### src/rtl/servo_pwm_gen.sv
// ============================================================================
// Module   : servo_pwm_gen
// Brief    : Hobby-servo PWM frame generator; latches a commanded angle once
//            per frame and emits a MIN_PULSE + angle*STEP_CYC wide pulse.
//            Optional macro SERVO_ANGLE_CLAMP_EN limits the latched angle to 180.
// Revision : 1.0 - initial release
// ============================================================================
`default_nettype none

module servo_pwm_gen #(
    parameter int PERIOD_CYC = 1000000,
    parameter int MIN_PULSE  = 25000,
    parameter int STEP_CYC   = 556
) (
    input  logic       iClk,
    input  logic       iRst_n,
    input  logic       iEn,
    input  logic [7:0] iAngle,
    output logic       oPwm,
    output logic       oFrame,
    output logic       oBusy
);

    localparam int CNT_W  = $clog2(PERIOD_CYC);
    // Width arithmetic is carried in at least 20 bits so the full product fits.
    localparam int CALC_W = (CNT_W > 20) ? CNT_W : 20;

    localparam logic [1:0] cIdle = 2'd0;
    localparam logic [1:0] cHigh = 2'd1;
    localparam logic [1:0] cLow  = 2'd2;

    localparam logic [7:0]       cResetAngle = 8'd90;
    localparam logic [CNT_W-1:0] cLastCnt    = CNT_W'(PERIOD_CYC - 1);

    logic [1:0]        rState;
    logic [CNT_W-1:0]  rCnt;
    logic [7:0]        rAngle;
    logic              rPwm;
    logic              rFrame;
    logic              rBusy;

    logic [7:0]        wAngleIn;
    logic [CALC_W-1:0] wWidth;
    logic [CALC_W-1:0] wWidthM1;
    logic              wPulseEnd;
    logic              wFrameEnd;
    logic              wLatch;

`ifdef SERVO_ANGLE_CLAMP_EN
    assign wAngleIn = (iAngle > 8'd180) ? 8'd180 : iAngle;
`else
    assign wAngleIn = iAngle;
`endif

    assign wWidth    = CALC_W'(MIN_PULSE) + (CALC_W'(rAngle) * CALC_W'(STEP_CYC));
    assign wWidthM1  = wWidth - CALC_W'(1);
    assign wPulseEnd = (CALC_W'(rCnt) == wWidthM1);
    assign wFrameEnd = (rCnt == cLastCnt);

    // A new frame starts from IDLE, or back-to-back on the last cycle of a frame.
    assign wLatch = iEn && ((rState == cIdle) || wFrameEnd);

    always_ff @(posedge iClk or negedge iRst_n) begin
        if (!iRst_n) begin
            rState <= cIdle;
            rCnt   <= '0;
            rAngle <= cResetAngle;
            rPwm   <= 1'b0;
            rFrame <= 1'b0;
            rBusy  <= 1'b0;
        end else begin
            rFrame <= 1'b0;
            if (wLatch) begin
                rAngle <= wAngleIn;
                rCnt   <= '0;
                rState <= cHigh;
                rPwm   <= 1'b1;
                rFrame <= 1'b1;
                rBusy  <= 1'b1;
            end else if (rState != cIdle) begin
                if (wFrameEnd) begin
                    rState <= cIdle;
                    rCnt   <= '0;
                    rPwm   <= 1'b0;
                    rBusy  <= 1'b0;
                end else begin
                    rCnt <= rCnt + CNT_W'(1);
                    if ((rState == cHigh) && wPulseEnd) begin
                        rState <= cLow;
                        rPwm   <= 1'b0;
                    end
                end
            end
        end
    end

    assign oPwm   = rPwm;
    assign oFrame = rFrame;
    assign oBusy  = rBusy;

endmodule

`default_nettype wire

### config.mk
export PLATFORM = sky130hd
export DESIGN_NAME = servo_pwm_gen
export DESIGN_NICKNAME = d
export VERILOG_FILES = /design/src/rtl/servo_pwm_gen.sv
export SDC_FILE = /design/constraint.sdc
export NUM_CORES = 1
export LEC_CHECK = 0
export CAP_MARGIN = 20
export CORE_UTILIZATION = 45
export DETAILED_ROUTE_END_ITERATION = 8
export HOLD_SLACK_MARGIN = 0.06
export PLACE_DENSITY = 0.65
export SLEW_MARGIN = 20
export SYNTH_ARGS = -nofsm -noshare
export SYNTH_HDL_FRONTEND = slang
export SYNTH_SLANG_ARGS = --single-unit
### constraint.sdc
create_clock -name iClk -period 11.65 [get_ports iClk]
set_input_delay 2.33 -clock iClk [delete_from_list [all_inputs] [get_ports iClk]]
set_output_delay 2.33 -clock iClk [all_outputs]
set_load 0.02 [all_outputs]
==> summary.md, run 1 <==
| Metric | Value |
|---|---|
| Status | `completed` |
| Clk slew on worst S/H paths | `around 70 ps` |
| Number of synthesized flops with an enable pin | `0` |
| Routability cong. | `between 0.8 and 0.9` |
| H-tree levels | `2` |
| Dpl cell area | `roughly 3400 um2` |
| Gate Count Post-Synth | `364` |
| Crit path capture type | `flip-flop` |
| Finish-stage setup viols | `0` |
| Post-DR wirelength/cell | `14.6 um` |
| Post-synth top flop | `dfrtp_1` |
| #FFs+latches synth | `32` |
| Asr flop ratio synth | `100%` |
| Final Max Slew Viols | `0` |
| Worst Tran Pin Value | `783 ps` |
| Post-DP HPWL | `between 5 and 6 mm` |
| Synth top area share | `22.3%` |
| Clock skew | `5.31 ps` |
| Core ar. | `slightly below 7000 um2` |
| CTS buffer count | `5` |
| Die X | `85.6 um` |
| Fin Setup TNS | `0 ps` |
| Final Non-Filler Cells | `459` |
| Critical Path Slowest Stage Cell | `dfstp_2` |
| Layout cells sized above 1 | `7.65%` |
| Setup Crit Path Kind | `flip-flop to flip-flop` |
| Iteration-0 DRC Markers | `112` |
| Fin crit share | `between 40% and 50%` |
| Sink Count | `32` |
| Post-layout instance area | `3460 um2` |
| Global-route wire length before repair | `11.5 mm` |
| Die ar. | `7320 um2` |
| Crit path time final | `4880 ps` |
| RSZ-0062 raised after global routing | `no` |
| Post-Syn Area per Cell | `8.63 um2` |
| Cell taking the most area after synthesis | `dfrtp_1` |
| Post-synth top cells | `38 x ha_1, 33 x inv_1, 32 x nor2_1` |
| CTS tree | `yes` |
| Final WL | `approximately 6.7 mm` |
| Hold buffer count at cts | `0` |
| Clock tree buffer depth | `2` |
| Worst-skew pair later-pin latency | `roughly 290 ps` |
| Port Buf Inserts | `13` |
| Mapped Area | `around 3100 um2` |
| Worst EP arrival | `5060 ps` |
| Placed cells | `between 400 and 500` |
| Via density per instance | `roughly 5.7` |
| Max-Cap Viols | `0` |
| Remaining DRCs | `0` |
| Detail Route Antenna Nets | `0` |
| Fmax | `0.205 GHz` |
| Setup crit start kind | `flip-flop` |
| Global route overflow | `0` |
| Post-synth cell types | `61` |
| Vias | `2620` |
| Worst-path maximum fanout | `7` |
| Most frequent cell after synthesis | `ha_1` |
| Syn nets | `420` |
| Hold WC Path Type | `flip-flop to flip-flop` |
| Crit path largest cell delay | `roughly 570 ps` |
| Area grow syn2layout | `10.2%` |
| # IOs | `14` |
| Nets@finish | `434` |
| Vias in the first global route | `2463` |
| Largest net degree at the start of global routing | `33` |
| GRT Total Usage | `19.7%` |
| Fin. Hold Viols | `0` |
| Rel. slew slack | `47.6%` |
| Critical Path, Cell by Cell | `ha_1 -> fa_1 -> inv_1 -> fa_1 -> inv_1 -> ha_1 -> and2_4 -> a221o_1 -> nor4_1 -> nor3_1 -> a31o_1 -> or3_1 -> a311oi_1 -> o2bb2ai_1 -> nand3_1 -> a31o_1` |
| Seq/Total Area, Yosys | `between 20% and 30%` |
| DR pass1 iterations | `4` |
| Synth area leaders | `dfrtp_1 22%, ha_1 15%, xor2_1 6.1%` |
| PostCTS Resize Cnt | `0` |
| Synth Warn # | `0` |
| Post-CTS setup buffers | `0` |
| Antenna Diode Count | `0` |
| Cell Rows | `30` |
| Starting Density | `46.5%` |
| Antenna violations before repair | `0` |
| CTS Root Cell | `clkbuf_8` |
| WP data required | `11830 ps` |
| Die height | `85.6 um` |
[kinds of logic after synthesis]
kind of cell               count (synthesis)  share of synthesized area, %
and+or+nand+nor                          121                          18.6
AOI/OAI and AO/OA                         76                          17.0
adders and majority gates                 45                          19.6
buffers and inverters                     42                          5.29
xor gates and xnor gates                  41                          11.4
DFF                                       32                          25.6
muxes                                      7                          2.51
[stage by stage]
stage	hold WS, ps	worst slack [ps]	util [%]
2_1_floorplan	474	7070	-
3_3_place_gp	515	6860	49.6
3_5_place_dp	514	6780	49.6
4_1_cts	533	6760	51.3
5_1_grt	547	6480	51.3
6_report	528	6770	51.3
[path summary, 6_finish.rpt]
check | start | endpoint | slack, ps | depth (start not counted)
setup reg to reg | rAngle[1]$_DFFE_PN1P_ | rState[0]$_DFFE_PN0P_ | 6770 | 16
hold / removal | rCnt[0]$_DFFE_PN0P_ | rCnt[0]$_DFFE_PN0P_ | 530 | 1
min in group asynchronous | iRst_n | rAngle[5]$_DFFE_PN0P_ | 2450 | 2
max in group asynchronous | iRst_n | rAngle[1]$_DFFE_PN1P_ | 8870 | 2
hold reg to reg | rCnt[0]$_DFFE_PN0P_ | rCnt[0]$_DFFE_PN0P_ | 530 | 1
setup / recovery | rAngle[1]$_DFFE_PN1P_ | rState[0]$_DFFE_PN0P_ | 6770 | 16
[critical path: cells and delay by family, from the launching register on]
kind / cells / cell delay, ps
adder cells (fa/ha/maj): 4 / 1690
AO/OA/AOI/OAI: 5 / 1290
AND/OR/NAND/NOR: 5 / 1120
flip-flops: 1 / 570
buffers and inverters: 2 / 100
[placed cells by master, fill, tap and decap left out, types with 3 or more instances in the layout]
| master | instances |
|---|---|
| clkbuf_8 | 5 |
| fa_1 | 7 |
| clkdlybuf4s50_1 | 13 |
| nand2b_1 | 6 |
| xor2_1 | 22 |
| a21o_1 | 3 |
| dfrtp_1 | 28 |
| o21a_1 | 4 |
| o21ai_0 | 20 |
| dfstp_2 | 4 |
| nand2_1 | 31 |
| xnor2_1 | 19 |
| buf_4 | 3 |
| ha_1 | 38 |
| nor2_1 | 32 |
| and3_1 | 5 |
| nand3b_1 | 4 |
| nor4_1 | 4 |
| mux2_2 | 7 |
| inv_1 | 33 |
| nor3_1 | 9 |
| nand3_1 | 18 |
| or3_1 | 3 |
| a21oi_1 | 13 |
[flip-flops by register name (all words and copies together) (netlist names)]
name and count:
rCnt 20, rAngle 8, rState 2, oBusy 1, oFrame 1
[routing by layer]
| layer | share of wire (%) | global-route usage, % | routed length [um] |
|---|---|---|---|
| met2 | 48 | 34.0 | 3250 |
| met5 | 0 | 0 | 0 |
| met1 | 48 | 26.3 | 3200 |
| met4 | 0.79 | 4.09 | 53 |
| met3 | 3.2 | 3.18 | 216 |
[area by class of cell]
class | instances | area (um2)
Clock buffer | 5 | 68.8
Clock inverter | 3 | 42.5
Fill cell | 648 | 3290
Inverter | 33 | 124
Multi-Input combinational cell | 290 | 2170
Sequential cell | 32 | 806
Tap cell | 80 | 100
Timing Repair Buffer | 16 | 153
Power of run 1 is left out: the tool's default activity adds up to more than one toggle a clock period on the data nets, which glitch-free logic cannot reach.
==> inputs of run 2 (changes only) <==
Settings changed: PLACE_DENSITY 0.65 to 0.68.
Clock period 11.65 ns to 4.05 ns, I/O delays scaled along.
==> run 2 against run 1 <==
  * The flow now finishes with violations (negative setup slack)
  * Design area is 16% higher
  * Non-clock buffer count is 47 higher
  * Clock skew rose by 3.9 ps
  * Sequential share of layout area shrank 3.1 points
  * Via count is 6.1% higher
  * Utilization grew 8.1 points
  * Wire length is 11% higher
==> summary.md, run 2 (synthesis results as in run 1) <==
| Metric | Value |
|---|---|
| Detail Route Antenna Nets | `0` |
| Fmax | `0.229 GHz` |
| GR Util met2 | `40.3%` |
| Vias in the first global route | `2746` |
| Die height | `between 80 and 90 um` |
| Cell Rows | `30` |
| Starting Density | `a little under half` |
| Core ar. | `around 6800 um2` |
| FF-to-FF path depth | `16` |
| Final WL | `7.48 mm` |
| GR Util met1 | `27.5%` |
| Die X | `~86 um` |
| Vias | `2779` |
| H-tree levels | `2` |
| RSZ-0062 raised after global routing | `yes` |
| Top reg by flops | `rCnt` |
| Clock tree buffer depth | `2` |
| Top Registers | `rCnt x20, rAngle x8, rState x2` |
| Sink Count | `32` |
| Max-Cap Viols | `0` |
| Finish-stage setup viols | `2` |
| Setup Crit Path Kind | `flip-flop to flip-flop` |
| Dpl cell area | `between 3000 and 4000 um2` |
| Largest register FFs | `20` |
| Hold WC Path Type | `flip-flop to flip-flop` |
| Antenna Diode Count | `0` |
| Clock skew | `9.22 ps` |
| Worst r2r dst | `rState[0]$_DFFE_PN0P_` |
| Clk slew on worst S/H paths | `approximately 70 ps` |
| Post-DR wirelength/cell | `14.8 um` |
| Fin. Hold Viols | `0` |
| Hold path endpoint | `rCnt[1]$_DFFE_PN0P_` |
| FF-to-FF setup slack | `-330 ps` |
| Crit path time final | `about 4400 ps` |
| Crit path capture type | `flip-flop` |
| Critical R2R Launch | `rAngle[4]$_DFFE_PN1P_` |
| Worst min-delay path startpoint | `rCnt[1]$_DFFE_PN0P_` |
| Multi-input logic area | `2380 um2` |
| Layout cells sized above 1 | `24.9%` |
| Commonest non-fill, non-tap cell in the layout | `buf_4` |
| Rel. slew slack | `47.1%` |
| Commonest cells after routing, fill and taps aside | `49 x buf_4, 32 x ha_1, 31 x nand2_1, 31 x inv_1, 31 x nor2_1` |
| Routing usage on met3 | `3.46%` |
| Status | `complete, but fails checks` |
| Largest net degree at the start of global routing | `33` |
| CTS Root Cell | `clkbuf_8` |
| Gr busiest metal | `met2` |
| Via density per instance | `5.49` |
| DR pass1 iterations | `4` |
| CTS buffer count | `5` |
| Worst-path maximum fanout | `5` |
| Fin crit share | `108%` |
| Nets@finish | `just under 500` |
| Final worst slack | `-326 ps` |
| Remaining DRCs | `0` |
| Port Buf Inserts | `13` |
| Global route overflow | `0` |
| Filler Cell Count | `between 500 and 600` |
| WHS Path Cells | `1` |
| Failing checks | `negative setup slack` |
| # IOs | `14` |
| Setup crit start kind | `flip-flop` |
| Worst-skew pair later-pin latency | `between 200 and 300 ps` |
| Antenna violations before repair | `0` |
| Global-route wire length before repair | `12.7 mm` |
| CTS tree | `yes` |
| Iteration-0 DRC Markers | `118` |
| Final Max Slew Viols | `0` |
| GRT Total Usage | `22.1%` |
| WP data required | `roughly 4200 ps` |
| Hold buffer count at cts | `0` |
| Worst EP arrival | `4550 ps` |
| Post-DP HPWL | `5.91 mm` |
| Fin Setup TNS | `-576 ps` |
| Sequential cell area | `807 um2` |
| Worst Tran Pin Value | `791 ps` |
| Post-layout instance area | `about 4000 um2` |
| Routability cong. | `0.844` |
| Area grow syn2layout | `27.7%` |
| Die ar. | `7320 um2` |
==> run 2: changes by cell type in the layout (fill, tap and decap cells not counted), sizes merged <==
cell	before	now
buf	3	50
clkbuf	5	7
clkinv	1	0
bufinv	1	0
==> run 2: worst max path at each step <==
stage / start / end / cells after the start
global placement: rAngle[4]$_DFFE_PN1P_ / rState[0]$_DFFE_PN0P_ / 16
CTS: rAngle[1]$_DFFE_PN1P_ / rState[0]$_DFFE_PN0P_ / 16
floorplan: rAngle[1]$_DFFE_PN1P_ / rState[0]$_DFFE_PN0P_ / 16
detailed placement: rAngle[4]$_DFFE_PN1P_ / rState[0]$_DFFE_PN0P_ / 16
global route: rAngle[1]$_DFFE_PN1P_ / rState[0]$_DFFE_PN0P_ / 16
finish: rAngle[4]$_DFFE_PN1P_ / rState[0]$_DFFE_PN0P_ / 16
==> run 2: critical path, cell delays in order, from the launching register on <==
cell and delay, ps:
dfstp_2 580, ha_1 240, ha_1 280, inv_1 50
fa_1 530, inv_1 80, fa_2 380, a21o_1 230
and3_4 200, o2111ai_2 210, o211a_1 230, nand2b_1 90
or3_4 400, a311oi_2 280, o2bb2ai_1 150, nand3_1 110
a31o_1 220
==> run 2: metal layers <==
metal	share of wire, %	vias up
met2	50	34
met4	0.86	0
met5	0	-
met1	47	1328
li1	-	1409
met3	2.1	8
==> run 2: metrics by stage <==
stage                     hold slack (ps)  util [%]  worst slack (ps)  instances
after floorplan                       474         -              -141        364
after global placement                514      55.3              -263        493
after detailed placement              513      55.3              -385        493
after CTS                             534      58.2              -323        504
after global routing                  544      59.4              -476        506
final                                 536      59.4              -326        506
==> run 2: cell type report <==
type,count,share of cell area [%]
Sequential cell,32,20.1
Tap cell,80,2.49
Clock buffer,7,2.15
Multi-Input combinational cell,290,59.3
Clock inverter,1,0.187
Timing Repair Buffer,63,12.7
Inverter,33,3.09
==> run 2: repair_timing <==
item | in CTS | in global routing
pin swaps | 13 | 10
gates cloned | 0 | 0
endpoints found under the setup margin | 2 | 2
buffers inserted | 3 | 2
resized for setup | 13 | 13
Power of run 2 is left out for the same reason.
